$ cat src/rtl/mag_frame_sequencer_pkg.sv
// Shared widths, sequencer defaults and tag/state types for the FFT magnitude front end.
// Package ap_parameters; imported by mag_tag_pipe and mag_frame_sequencer.
package ap_parameters;

  localparam int unsigned FFT_DATA_WIDTH   = 16;
  localparam int unsigned MEL_DATA_WIDTH   = 32;
  localparam int unsigned FFT_N_BINS       = 256;
  localparam int unsigned MAG_PIPE_LATENCY = 4;

  // Tag bin field is sized for the default frame; N_BINS must not exceed FFT_N_BINS.
  localparam int unsigned MAG_TAG_BIN_W = $clog2(FFT_N_BINS);

  typedef logic [1:0] mag_seq_state_t;

  localparam mag_seq_state_t IDLE  = 2'd0;
  localparam mag_seq_state_t FEED  = 2'd1;
  localparam mag_seq_state_t DRAIN = 2'd2;

  typedef struct packed {
    logic                     valid;
    logic                     bank;
    logic [MAG_TAG_BIN_W-1:0] bin;
  } mag_tag_t;

endpackage

$ cat src/rtl/mag_frame_sequencer_tag_pipe.sv
// Fixed-depth shift register of sample tags that rides alongside the magnitude datapath.
// any_valid_o reports whether any stage still carries a live sample.
module mag_tag_pipe
  import ap_parameters::*;
#(
  parameter int unsigned DEPTH = MAG_PIPE_LATENCY
) (
  input  logic     clk_i,
  input  logic     rst_i,
  input  mag_tag_t tag_i,
  output mag_tag_t tag_o,
  output logic     any_valid_o
);

  mag_tag_t stages_q [DEPTH];

  always_ff @(posedge clk_i or posedge rst_i) begin
    if (rst_i) begin
      for (int i = 0; i < int'(DEPTH); i++) begin
        stages_q[i] <= '0;
      end
    end else begin
      stages_q[0] <= tag_i;
      for (int i = 1; i < int'(DEPTH); i++) begin
        stages_q[i] <= stages_q[i-1];
      end
    end
  end

  always_comb begin
    any_valid_o = 1'b0;
    for (int i = 0; i < int'(DEPTH); i++) begin
      any_valid_o = any_valid_o | stages_q[i].valid;
    end
  end

  assign tag_o = stages_q[DEPTH-1];

endmodule

$ cat src/rtl/mag_frame_sequencer.sv
// Feeds one FFT frame at a time into the external magnitude datapath and writes results
// into a ping-pong spectrum buffer. Optional peak tracking under `MAG_SEQ_PEAK_EN.
module mag_frame_sequencer
  import ap_parameters::*;
#(
  parameter int unsigned N_BINS      = FFT_N_BINS,
  parameter int unsigned MAG_LATENCY = MAG_PIPE_LATENCY,
  parameter int unsigned BIN_W       = $clog2(N_BINS)
) (
  input  logic                      clk,
  input  logic                      rst,
  input  logic                      fft_valid,
  output logic                      fft_ready,
  input  logic [FFT_DATA_WIDTH-1:0] fft_real,
  input  logic [FFT_DATA_WIDTH-1:0] fft_imag,
  input  logic                      fft_last,
  output logic [FFT_DATA_WIDTH-1:0] mag_real,
  output logic [FFT_DATA_WIDTH-1:0] mag_imag,
  input  logic [MEL_DATA_WIDTH-1:0] mag_result,
  output logic                      buf_wr_en,
  output logic [BIN_W:0]            buf_wr_addr,
  output logic [MEL_DATA_WIDTH-1:0] buf_wr_data,
  output logic                      frame_done,
  output logic                      frame_bank,
  input  logic                      bank_release,
  input  logic                      release_bank,
  output logic                      err_len
`ifdef MAG_SEQ_PEAK_EN
  ,
  output logic [MEL_DATA_WIDTH-1:0] peak_mag,
  output logic [BIN_W-1:0]          peak_bin
`endif
);

  localparam logic [BIN_W-1:0] LastBin = BIN_W'(N_BINS - 1);

  mag_seq_state_t            state_q, state_d;
  logic                      wr_bank_q, wr_bank_d;
  logic [BIN_W-1:0]          bin_q, bin_d;
  logic [1:0]                full_q, full_d;
  logic                      err_q, err_d;
  logic [FFT_DATA_WIDTH-1:0] real_q, real_d;
  logic [FFT_DATA_WIDTH-1:0] imag_q, imag_d;

  mag_tag_t push_tag;
  mag_tag_t pipe_tag;
  logic     pipe_busy;
  logic     accept;
  logic     last_bin;
  logic     done;

  assign accept   = (state_q == FEED) && fft_valid;
  assign last_bin = (bin_q == LastBin);
  assign done     = (state_q == DRAIN) && !pipe_busy;

  always_comb begin
    push_tag = '0;
    if (accept) begin
      push_tag.valid = 1'b1;
      push_tag.bank  = wr_bank_q;
      push_tag.bin   = MAG_TAG_BIN_W'(bin_q);
    end
  end

  mag_tag_pipe #(
    .DEPTH (MAG_LATENCY)
  ) u_tag_pipe (
    .clk_i       (clk),
    .rst_i       (rst),
    .tag_i       (push_tag),
    .tag_o       (pipe_tag),
    .any_valid_o (pipe_busy)
  );

  always_comb begin
    state_d   = state_q;
    wr_bank_d = wr_bank_q;
    bin_d     = bin_q;
    full_d    = full_q;
    err_d     = err_q;
    real_d    = real_q;
    imag_d    = imag_q;

    // Release lands first so a completing bank released in the same cycle still ends full.
    if (bank_release) begin
      full_d[release_bank] = 1'b0;
    end

    unique case (state_q)
      IDLE: begin
        if (!full_q[wr_bank_q]) begin
          state_d = FEED;
        end
      end
      FEED: begin
        if (accept) begin
          real_d = fft_real;
          imag_d = fft_imag;
          bin_d  = bin_q + BIN_W'(1);
          if (fft_last != last_bin) begin
            err_d = 1'b1;
          end
          if (fft_last || last_bin) begin
            state_d = DRAIN;
          end
        end
      end
      DRAIN: begin
        if (!pipe_busy) begin
          full_d[wr_bank_q] = 1'b1;
          wr_bank_d         = ~wr_bank_q;
          bin_d             = '0;
          state_d           = IDLE;
        end
      end
      default: state_d = IDLE;
    endcase
  end

  always_ff @(posedge clk or posedge rst) begin
    if (rst) begin
      state_q   <= IDLE;
      wr_bank_q <= 1'b0;
      bin_q     <= '0;
      full_q    <= '0;
      err_q     <= 1'b0;
      real_q    <= '0;
      imag_q    <= '0;
    end else begin
      state_q   <= state_d;
      wr_bank_q <= wr_bank_d;
      bin_q     <= bin_d;
      full_q    <= full_d;
      err_q     <= err_d;
      real_q    <= real_d;
      imag_q    <= imag_d;
    end
  end

  assign fft_ready   = (state_q == FEED);
  assign mag_real    = real_q;
  assign mag_imag    = imag_q;
  assign buf_wr_en   = pipe_tag.valid;
  assign buf_wr_addr = {pipe_tag.bank, pipe_tag.bin[BIN_W-1:0]};
  assign buf_wr_data = pipe_tag.valid ? mag_result : '0;
  assign frame_done  = done;
  assign frame_bank  = done ? wr_bank_q : 1'b0;
  assign err_len     = err_q;

`ifdef MAG_SEQ_PEAK_EN
  logic [MEL_DATA_WIDTH-1:0] peak_mag_q, peak_mag_d;
  logic [BIN_W-1:0]          peak_bin_q, peak_bin_d;

  // Strict compare keeps the earliest (lowest) bin on ties.
  always_comb begin
    peak_mag_d = peak_mag_q;
    peak_bin_d = peak_bin_q;
    if ((state_q == IDLE) && (state_d == FEED)) begin
      peak_mag_d = '0;
      peak_bin_d = '0;
    end else if (pipe_tag.valid && (mag_result > peak_mag_q)) begin
      peak_mag_d = mag_result;
      peak_bin_d = pipe_tag.bin[BIN_W-1:0];
    end
  end

  always_ff @(posedge clk or posedge rst) begin
    if (rst) begin
      peak_mag_q <= '0;
      peak_bin_q <= '0;
    end else begin
      peak_mag_q <= peak_mag_d;
      peak_bin_q <= peak_bin_d;
    end
  end

  assign peak_mag = peak_mag_q;
  assign peak_bin = peak_bin_q;
`endif

endmodule
$ cat config.mk
export PLATFORM = sky130hd
export DESIGN_NAME = mag_frame_sequencer
export DESIGN_NICKNAME = d
export VERILOG_FILES = /design/src/rtl/mag_frame_sequencer_pkg.sv /design/src/rtl/mag_frame_sequencer_tag_pipe.sv /design/src/rtl/mag_frame_sequencer.sv
export SDC_FILE = /design/constraint.sdc
export NUM_CORES = 1
export LEC_CHECK = 0
export ABC_AREA = 1
export BUFFER_PORTS_ARGS = -buffer_cell sky130_fd_sc_hd__buf_4
export CAP_MARGIN = 20
export CORE_MARGIN = 2
export CORE_UTILIZATION = 42
export DETAILED_ROUTE_END_ITERATION = 12
export PLACE_DENSITY = 0.73
export SYNTH_ARGS = -nofsm -noshare
export SYNTH_HDL_FRONTEND = slang
export SYNTH_SLANG_ARGS = --single-unit
export TNS_END_PERCENT = 10
$ cat constraint.sdc
create_clock -name clk -period 2.7 [get_ports clk]
set_input_delay 0.27 -clock clk [delete_from_list [all_inputs] [get_ports clk]]
set_output_delay 0.27 -clock clk [all_outputs]
set_load 0.02 [all_outputs]
# Yosys cells after proc, flatten, opt, wreduce, memory -nomap -nowiden

Index checks and enable logic that the tools add are counted.

Order comparisons: 4
Reductions and logical operators: 13
Bitwise logic cells: 8
Mux-type cells: 20
Equality and inequality tests: 8
Add/subtract/negate cells: 1

Operator list:

| operator              | count |
|---|---|
| $mux W32              | 1 |
| $mux W8               | 2 |
| $pmux W8 S2           | 1 |
| $mux W2               | 7 |
| $mux W10              | 1 |
| $add A8 B1 Y8 const B | 1 |
| $eq A8 B8 Y1 const B  | 1 |
| $pmux W2 S3           | 1 |
| $reduce_and A3 Y1     | 2 |
| $mux W1               | 5 |
| $logic_and A1 B1 Y1   | 4 |
| $lt A1 B2 Y1 const B  | 2 |
| $ne A2 B1 Y1 const B  | 2 |
| $ne A2 B2 Y1 const B  | 2 |
| $reduce_and A2 Y1     | 2 |
| $reduce_and A4 Y1     | 1 |
| $or A1 B1 Y1          | 3 |
| $and A2 B2 Y2         | 1 |
| $demux W1 S1          | 2 |
| $eq A2 B1 Y1 const B  | 1 |
| $eq A2 B2 Y1 const B  | 1 |
| $ge A1 B1 Y1 const B  | 2 |
| $logic_not A2 Y1      | 1 |
| $not A1 Y1            | 2 |
| other kinds (6)       | 6 |

Register bits: 86
Input bits: 70
Output and inout port bits: 78
Logic and storage cells: 73

# Depth between registers and ports, before layout

Word-level depth: 10
Mapped depth: 9
Gate-level depth less buffers: 9

# Modules after synthesis

A second synthesis with hierarchy kept.

Cells, all modules: 363
Area total of the unflattened synthesis: 3360.7 µm²

Modules (own cells, without submodules):

| module              | seq. area each (µm²) | area each (µm²) | cells each | times used |
|---|---|---|---|---|
| mag_frame_sequencer | 1151.1               | 2269.7          | 309        | 1 |
| mag_tag_pipe        | 1001.0               | 1091.0          | 54         | 1 |

# Worst setup path after synthesis

OpenSTA, ideal clock, no wires.

Path kind: register -> output
Start point: register u_tag_pipe.stages_q, in the netlist u_tag_pipe.tag_o[9]
End point: output port frame_bank
Slack: 1.240 ns
Arrival: 1.190 ns
Buffers on the path: 1
Required time: 2.430 ns
Cell stages (with the launch flop): 5
Cells stage by stage: dfrtp_1 buf_2 nor2_2 nand3_4 nor2_1

Cells in the longest elaborated chain, start to end: 4

Ends and longest elaborated chain:

| element                           | line                               | RTL |
|---|---|---|
| from (decl)                       | mag_frame_sequencer_tag_pipe.sv:15 | `mag_tag_t stages_q [DEPTH];` |
| from (signal, indexed assignment) | mag_frame_sequencer_tag_pipe.sv:25 | `stages_q[i] <= stages_q[i-1];` |
| $or A1 B1 Y1                      | mag_frame_sequencer_tag_pipe.sv:33 | `any_valid_o = any_valid_o \| stages_q[i].valid;` |
| $logic_not A1 Y1                  | -                                  |  |
| $logic_and A1 B1 Y1               | mag_frame_sequencer.sv:54          | `assign done = (state_q == DRAIN) && !pipe_busy;` |
| $mux W1                           | mag_frame_sequencer.sv:147         | `assign frame_bank = done ? wr_bank_q : 1'b0;` |
| to (decl)                         | mag_frame_sequencer.sv:24          | `output logic frame_bank,` |

Every way passes these cells.

# Worst setup path in the final report

Ends and elaborated chain as after synthesis.

==> summary.txt <==
Routing
  • Post-Route WL: a little over 7 mm
  • Met2 wire len: roughly 3.6 mm
  • DRC violation count after routing: 0
  • Vias: ~2700
  • DR WL/cell: 12.0 µm
  • Top Metal Used: met4
  • Initial drt markers: between 100 and 150
  • Metal-1 WL: about 2.9 mm
  • First-pass detailed-route iteration total: 4
  • Vias per inst: ~4.4
  • DRT antenna net count: 0
  • Routed wl met3: 663 µm

Worst setup path
  • CP Capture Type: output port
  • Cell Chain, Critical Path: nor2_2, nand3_4, nor2_1, buf_4
  • CP max-delay cell: dfrtp_1
  • Delay-heaviest family, CP: flip-flops
  • Cell count of the worst reg-to-reg path: 7
  • CP max FO: 34
  • CP Launch Type: flop
  • CP arrival: roughly 1900 ps
  • Critical path class: flop to output port
  • Reg2reg start: u_tag_pipe.tag_o[9]
  • Worst Path Required: between 2000 and 2500 ps
  • Crit path buffers/inverters: 1
  • FF-to-FF End: bin_q[6]
  • Max stage delay on crit path: roughly 750 ps
  • Worst reg-to-reg setup slack: between 900 and 1000 ps

Power
  • Clock power frac: 0.178
  • Register share of total power: 0.425
  • Sw frac: 0.393
  • Cell-internal power: ~2800 µW
  • VDD IR max: between 0.5 and 0.6 mV
  • Psw: about 1800 µW
  • Static Leakage: between 0.002 and 0.003 µW
  • PD cells: around 990 nW/µm²
  • Comb power frac: 0.396

Global routing
  • GRT overflow: 0
  • GR Util All Layers: 0.173
  • Number of global-route vias before repair: approximately 2600
  • First-pass GRT wire length: ~12 mm
  • Initial antenna violation count: 0
  • Largest net degree at the start of global routing: between 40 and 50

Logic synthesis
  • Synth area leaders: dfrtp_1 64%, nand2_1 17%, inv_1 5.7%
  • Seq/Total Area, Yosys: 0.644
  • Synth Instances: 360
  • Synth top area share: 0.644
  • Syn_nets: around 430
  • Commonest cells post-synth: 152 x nand2_1, 86 x dfrtp_1, 51 x inv_1, 15 x nor2_1
  • Synth area leader: dfrtp_1
  • Synth warn: 0
  • Netlist cell types: 23
  • FFs w/ async S/R, synth: 1.00
  • Post-Syn Area: 3340 µm²
  • Main flop type after synthesis: dfrtp_1
  • Most common cell in the netlist: nand2_1
  • Post-synth EDFFs: 0
  • Mapped Avg Cell Area: between 9 and 10 µm²
  • Seq cells post-synth: 86

Clocking
  • Clk_lat worst skew: ~350 ps
  • Post-CTS sizing: 0
  • Clock-pin slew on the worst setup and hold paths: 90 ps
  • Clock buffer depth: 2
  • Total CTS buffers: 9
  • CTS Hold Buffers Added: 0
  • H-tree levels: 3
  • CTS sink count: 86
  • CTS tree: done
  • Post-CTS setup buffer count: 0
  • Clk Tree Root Cell: clkbuf_8

Finish
  • Multi-input logic area: roughly 860 µm²
  • Layout cells sized above 1: 0.343
  • Final #Nets: 571
  • Fill cells: about 670
  • FF+latch area: around 2200 µm²
  • Area Growth Syn to Fin: 39.0%
  • Final cell count without fillers: 606
  • Antenna cells: 0

Placed design
  • I/O Buffers: roughly 150
  • Detailed placement HPWL: between 5 and 6 mm
  • Placed insts: 590
  • GP Congestion: between 0.8 and 0.9

Floorplan
  • Die H: between 90 and 100 µm
  • Num ports: ~150
  • Die width: a little over 90 µm
  • DIE AREA: approximately 8700 µm²
  • Row count: 32
  • Core Area: 7730 µm²
  • Initial Utilization: 0.433

Timing
  • RSZ-0062 raised after global routing: no
  • Min Tclk post-route: 2160 ps
  • Worst-Margin Slew: around 950 ps
  • Max transition margin: 0.366
  • Post-route clock period utilization: 0.799
  • Final-report max-slew violation count: 0
  • Final-report hold violation count: 0
  • Maximum clock rate: 463 MHz
  • # setup viols final: 0
  • Total negative slack: 0 ps
  • Clk_skew: roughly 13 ps

Run status
  • Run status: complete, no violations

Hold path
  • Worst hold path class: input pin to asynchronous set/reset pin

Flow run
  • Max-cap check violation count: 0
state kept, by name, summed over array words and instances, names as in the netlist:
signal,cells
bin_q,8
mag_real,16
u_tag_pipe.tag_o,10
wr_bank_q,1
u_tag_pipe.stages_q,30
full_q,2
err_len,1
state_q,2
mag_imag,16
power groups by stage:
| stage | logic, µW | clock network (µW) | registers [µW] |
|---|---|---|---|
| floorplan | 865 | 0 | 2190 |
| global placement | 1810 | 0 | 1960 |
| detailed placement | 1860 | 0 | 1980 |
| CTS | 1850 | 854 | 1960 |
| global route | 2000 | 911 | 2010 |
| finish | 1820 | 822 | 1960 |
metrics by stage:
stage	hold WS (ps)	instance area, µm²	total power, µW	worst slack (ps)	util
final	29.6	4650	4600	542	0.601
after global routing	83.4	4650	4930	403	0.601
after CTS	49.2	4650	4670	511	0.601
after detailed placement	335	4460	3830	918	0.578
after global placement	332	4460	3780	992	0.578
after floorplan	331	3340	3060	208	-
metal layers:
metal	up-vias	GRT usage
li1	1323	-
met3	11	0.0492
met2	118	0.296
met1	1235	0.199
met5	-	0
met4	0	0.0846
cell usage in the layout, fill, tap and decap left out, types with 2 or more instances in the layout:
master,count
nor2_2,3
clkinv_2,2
buf_4,148
nor3_1,2
dfrtp_1,86
nand2_4,2
nand3_1,6
nor2_1,15
o21ai_0,10
xor2_1,2
clkbuf_8,10
ha_1,2
inv_6,3
nand2_1,152
inv_1,50
area by class of cell:
cell class / count / area share
sequential: 86 / 0.463
timing repair buffer: 149 / 0.243
multi-input combinational: 201 / 0.184
inverter: 52 / 0.0423
clock buffer: 11 / 0.0304
tap: 102 / 0.0275
clock inverter: 5 / 0.00862
logic make-up after synthesis:
group / Yosys count / share of synthesized area
adders and majority gates: 2 / 0.00748
buffers and inverters: 73 / 0.0999
AOI/OAI and AO/OA: 14 / 0.0228
and+or+nand+nor: 183 / 0.221
DFF: 86 / 0.644
xor gates and xnor gates: 2 / 0.00524
worst max-delay path by stage:
stage	cells past startpoint	from	slack, ps	to
4_1_cts	4	u_tag_pipe.tag_o[9]	510	frame_bank
6_report	4	u_tag_pipe.tag_o[9]	540	frame_bank
5_1_grt	4	u_tag_pipe.tag_o[9]	400	frame_bank
2_1_floorplan	1	rst	210	bin_q[0]
3_3_place_gp	4	u_tag_pipe.tag_o[9]	990	frame_bank
3_5_place_dp	4	u_tag_pipe.tag_o[9]	920	frame_bank
Note: power is estimated with default switching activity, not from simulation.
